`src/rtl/dmem_arbiter.sv`:
```
// Two-port arbiter for a single-port data memory.
// Port 0 (CPU) and port 1 (DMA/debug) share the memory. Ownership is
// round-robin, and each tenure lasts at most MAX_BURST beats while the
// other port waits. Read data is returned one cycle after the grant,
// through a register.
module dmem_arbiter #(
  parameter int ADDR_W    = 32,
  parameter int DATA_W    = 32,
  parameter int MAX_BURST = 4
) (
  input  logic              clk,
  input  logic              rst_n,
  input  logic              p0_req,
  input  logic              p0_we,
  input  logic [ADDR_W-1:0] p0_addr,
  input  logic [DATA_W-1:0] p0_wdata,
  output logic              p0_gnt,
  output logic              p0_rvalid,
  output logic [DATA_W-1:0] p0_rdata,
  input  logic              p1_req,
  input  logic              p1_we,
  input  logic [ADDR_W-1:0] p1_addr,
  input  logic [DATA_W-1:0] p1_wdata,
  output logic              p1_gnt,
  output logic              p1_rvalid,
  output logic [DATA_W-1:0] p1_rdata,
  output logic [ADDR_W-1:0] mem_addr,
  output logic [DATA_W-1:0] mem_wdata,
  output logic              mem_rw,
  input  logic [DATA_W-1:0] mem_rdata
);

  // A 1-bit counter still works when MAX_BURST is 1 (every beat is the last).
  localparam int CNT_W = (MAX_BURST > 1) ? $clog2(MAX_BURST) : 1;
  localparam logic [CNT_W-1:0] LAST_BEAT = CNT_W'(MAX_BURST - 1);

  typedef enum logic [1:0] {
    IDLE = 2'd0,
    OWN0 = 2'd1,
    OWN1 = 2'd2
  } state_t;

  state_t            state_r;
  logic              last_owner_r;
  logic [CNT_W-1:0]  beat_cnt_r;
  logic              p0_rvalid_r;
  logic              p1_rvalid_r;
  logic [DATA_W-1:0] p0_rdata_r;
  logic [DATA_W-1:0] p1_rdata_r;

  logic              gnt0_s;
  logic              gnt1_s;
  logic [ADDR_W-1:0] addr_s;
  logic [DATA_W-1:0] wdata_s;
  logic              rw_s;

  // Grant and memory-side mux. These follow the state register combinationally, so an
  // async reset drops the grant and the write enable before the falling-edge commit.
  always_comb begin
    gnt0_s  = 1'b0;
    gnt1_s  = 1'b0;
    addr_s  = '0;
    wdata_s = '0;
    rw_s    = 1'b0;
    case (state_r)
      OWN0: begin
        gnt0_s  = p0_req;
        addr_s  = p0_addr;
        wdata_s = p0_wdata;
        rw_s    = p0_req & p0_we;
      end
      OWN1: begin
        gnt1_s  = p1_req;
        addr_s  = p1_addr;
        wdata_s = p1_wdata;
        rw_s    = p1_req & p1_we;
      end
      default: begin
        gnt0_s  = 1'b0;
        gnt1_s  = 1'b0;
        addr_s  = '0;
        wdata_s = '0;
        rw_s    = 1'b0;
      end
    endcase
  end

  // Ownership FSM: round-robin from IDLE, direct handover at burst end or on a dropped request.
  always_ff @(posedge clk or negedge rst_n) begin
    if (!rst_n) begin
      state_r      <= IDLE;
      last_owner_r <= 1'b1;
      beat_cnt_r   <= '0;
    end else begin
      case (state_r)
        IDLE: begin
          beat_cnt_r <= '0;
          if (p0_req && p1_req) begin
            state_r <= last_owner_r ? OWN0 : OWN1;
          end else if (p0_req) begin
            state_r <= OWN0;
          end else if (p1_req) begin
            state_r <= OWN1;
          end else begin
            state_r <= IDLE;
          end
        end
        OWN0: begin
          if (!p0_req) begin
            state_r    <= p1_req ? OWN1 : IDLE;
            beat_cnt_r <= '0;
          end else begin
            last_owner_r <= 1'b0;
            if (beat_cnt_r == LAST_BEAT) begin
              beat_cnt_r <= '0;
              state_r    <= p1_req ? OWN1 : OWN0;
            end else begin
              beat_cnt_r <= beat_cnt_r + CNT_W'(1);
            end
          end
        end
        OWN1: begin
          if (!p1_req) begin
            state_r    <= p0_req ? OWN0 : IDLE;
            beat_cnt_r <= '0;
          end else begin
            last_owner_r <= 1'b1;
            if (beat_cnt_r == LAST_BEAT) begin
              beat_cnt_r <= '0;
              state_r    <= p0_req ? OWN0 : OWN1;
            end else begin
              beat_cnt_r <= beat_cnt_r + CNT_W'(1);
            end
          end
        end
        default: begin
          state_r    <= IDLE;
          beat_cnt_r <= '0;
        end
      endcase
    end
  end

  // Read return: capture memory data at the end of a read beat and pulse rvalid for one cycle.
  always_ff @(posedge clk or negedge rst_n) begin
    if (!rst_n) begin
      p0_rvalid_r <= 1'b0;
      p1_rvalid_r <= 1'b0;
      p0_rdata_r  <= '0;
      p1_rdata_r  <= '0;
    end else begin
      p0_rvalid_r <= gnt0_s & ~p0_we;
      p1_rvalid_r <= gnt1_s & ~p1_we;
      if (gnt0_s && !p0_we) begin
        p0_rdata_r <= mem_rdata;
      end else begin
        p0_rdata_r <= p0_rdata_r;
      end
      if (gnt1_s && !p1_we) begin
        p1_rdata_r <= mem_rdata;
      end else begin
        p1_rdata_r <= p1_rdata_r;
      end
    end
  end

  assign p0_gnt    = gnt0_s;
  assign p1_gnt    = gnt1_s;
  assign mem_addr  = addr_s;
  assign mem_wdata = wdata_s;
  assign mem_rw    = rw_s;
  assign p0_rvalid = p0_rvalid_r;
  assign p1_rvalid = p1_rvalid_r;
  assign p0_rdata  = p0_rdata_r;
  assign p1_rdata  = p1_rdata_r;

endmodule

```
`config.mk`:
```
export PLATFORM = sky130hd
export DESIGN_NAME = dmem_arbiter
export DESIGN_NICKNAME = d
export VERILOG_FILES = /design/src/rtl/dmem_arbiter.sv
export SDC_FILE = /design/constraint.sdc
export NUM_CORES = 1
export LEC_CHECK = 0
export ABC_AREA = 1
export CAP_MARGIN = 20
export CORE_AREA = 2 2 116 118
export CTS_CLUSTER_DIAMETER = 100
export CTS_CLUSTER_SIZE = 25
export DETAILED_ROUTE_END_ITERATION = 10
export DIE_AREA = 0 0 118 120
export GPL_TIMING_DRIVEN = 0
export PLACE_DENSITY = 0.74
export SLEW_MARGIN = 20
export SYNTH_ARGS = -nofsm -noshare
export SYNTH_HDL_FRONTEND = slang
export SYNTH_SLANG_ARGS = --single-unit
```
`constraint.sdc`:
```
create_clock -name clk -period 2.9 [get_ports clk]
set_clock_uncertainty 0.15 [all_clocks]
set_input_delay 0.29 -clock clk [delete_from_list [all_inputs] [get_ports clk]]
set_output_delay 0.29 -clock clk [all_outputs]
set_load 0.03 [all_outputs]
```
==> reports/results.ini <==
[setup_path]
cp.required_ps = 2460
crit_chain = inv_1 -> ha_1 -> inv_1 -> clkbuf_1 -> a21oi_1 -> clkdlybuf4s50_1
crit_top_cell = inv_1
critPathArrivalTime_ps = 2300
cp_slowest_cell = clkdlybuf4s50_1
crit_family = buffers and inverters
critPathKind = reg2out
max_stage_delay_ps = 710
end_kind = output port
path_buf_inv = 4
cp_max_fo = 10
start_kind = flip-flop

[final_layout]
fin_nets = 995
post-route-util_pct = 57.29
stdcell_count = 1007
area_growth_pct = 89.27
fillers = 1243
fin_area_um2 = 7436
multi_input_area_um2 = 1744
register_area_um2 = 1778
drive_gt1_share_pct = 11.70

[drt]
drtAntennaViolNets = 0
vias = 4493
drt_iter0_drc = 243
routed_via_density = 4.462
post-route-drc-count = 0
first_pass_iters = 5
routedWlPerCell_um = 15.01
routed_wl_um = 15120

[placed_design]
placed_area_um2 = 7157
port_buffers = 298
place_congestion = 0.8870
dp_hpwl_um = 12060
dp.cells = 988

[floorplan]
rows = 42
start_util_pct = 30.27
dieArea_um2 = 14160
io_pins = 299
die_height_um = 120
fp.dieW_um = 118
core_um2 = 12980

[sta]
worst_pin_slew_ps = 508.3
timing.final.crit_period_ps = 2736
slew_headroom_pct = 66.11
fmax_mhz = 365.5
rsz0062_at_grt = false
drv_slew = 0
finalHoldViolCount = 0
fin_crit_sh_pct = 94.34
hold_slack_ps = 268.9
setup_violations = 0

[pwr]
vdd_drop_max_mv = 0.4812
power_w = 0.007580
p_leak_nw = 3.514
p_per_area_nw_per_um2 = 1019

[clock_network]
cts_tree = yes
insertion_delay_ps = 320
cts_max_level = 3
numCtsBuffers = 9
clk_path_buf_depth = 2
clk_pin_slew_ps = 50
cts_num_sinks = 71
root_buffer = clkbuf_16

[synthesis]
syn_inst = 513
yosys_register_bits = 71
synthFlopType = dfrtp_1
yosysTopAreaCell = dfrtp_1
synth_nets = 684
synth_cell_types = 17
synth_edf_count = 0
synth.avg_cell_area_um2 = 7.658
yosysMostFrequentCell = nand2_1
async_flop_share_pct = 100.0
seq_area_frac_synth_pct = 45.25
synth_area_leaders = dfrtp_1 45%, nand2_1 20%, o21ai_2 9.6%
synth_common_cells = 211 x nand2_1, 70 x dfrtp_1, 67 x a21oi_1
synth_top_area_share_pct = 44.59
synthesis.area_um2 = 3929
ys_warn_count = 0

[min_path]
hp-class = in2async

[grt]
overflow = 0
first_global_vias = 4543
grt_use_total_pct = 21.26
antenna_found_initial = 1
grt_start_max_net_pins = 47
grt_pass1_wl_um = 23670

[flow_run]
drv_cap = 0

[status]
outcome = completed

layer usage:
layer	share of wire, %	vias to the layer above	track usage (%)
li1	-	2248	-
met4	3.0	0	9.187
met3	7.3	37	6.036
met1	39	2002	23.85
met2	50	206	37.68
met5	0	-	0
where the power goes:
part | internal, W | total, W | switching (W)
clock | 0.000714 | 0.00113 | 0.000417
combinational | 0.00182 | 0.00475 | 0.00294
sequential | 0.00144 | 0.00170 | 0.000252
logic make-up after synthesis:
group                    Yosys count  synth area share [%]
buffers and inverters             81                 10.35
AO/OA/AOI/OAI                    133                 21.05
AND/OR/NAND/NOR                  223                 21.75
flip-flops                        71                 45.25
adder cells (fa/ha/maj)            5                 1.592
cell type report:
class,count,area share (%)
clock buffers,12,3.449
flip-flops and latches,71,23.91
multi-input cells,361,23.46
inverters,46,2.322
clock inverters,4,0.7235
diodes,2,0.06731
well taps,176,2.961
plain buffers,35,3.315
repair buffers,300,39.79
cell usage in the layout (no fill, tap or decap), types with 5 or more instances in the layout:
cell | netlist | routed
inv_1 | 46 | 46
ha_1 | 5 | 5
nand3_1 | 5 | 5
clkdlybuf4s50_1 | 0 | 243
o21ai_1 | 21 | 21
clkbuf_16 | 0 | 9
nand2_1 | 211 | 211
a21oi_1 | 67 | 67
buf_6 | 12 | 12
o21ai_2 | 43 | 43
clkbuf_2 | 0 | 12
dlygate4sd2_1 | 0 | 47
buf_2 | 10 | 10
dfrtp_1 | 70 | 70
worst paths after layout:
kind | startpoint | cells after the start | end | slack (ps)
worst max-delay path | state_r[0] | 6 | mem_wdata[27] | 160
worst min-delay path | rst_n | 2 | p1_rdata[18] | 270
worst max register to register | state_r[0] | 8 | p1_rdata[16] | 1050
worst min register to register | beat_cnt_r[0] | 1 | beat_cnt_r[0] | 290
max in group asynchronous | rst_n | 3 | last_owner_r | 1720
min in group clk | beat_cnt_r[0] | 1 | beat_cnt_r[0] | 290
stage by stage:
| step | setup WS [ps] | setup TNS [ps] |
|---|---|---|
| 2_1_floorplan | 822.8 | 0 |
| 3_3_place_gp | -1078 | -75530 |
| 3_5_place_dp | -73.98 | -206.1 |
| 4_1_cts | 7.323 | 0 |
| 5_1_grt | 0.2978 | 0 |
| 6_report | 164.2 | 0 |
sequential cells by signal, summed over array words and instances, names as in the netlist:
| name | cells |
|---|---|
| p1_rvalid | 1 |
| p0_rdata | 32 |
| p1_rdata | 32 |
| p0_rvalid | 1 |
| last_owner_r | 1 |
| state_r | 2 |
| beat_cnt_r | 2 |
what timing repair did:
item,in CTS,in global routing
endpoints found under the hold margin,25,0
setup endpoints to repair,53,7
buffers inserted,0,0
gates resized for setup,58,13
hold buffers,1,0
Note: power is estimated with default switching activity, not from simulation.
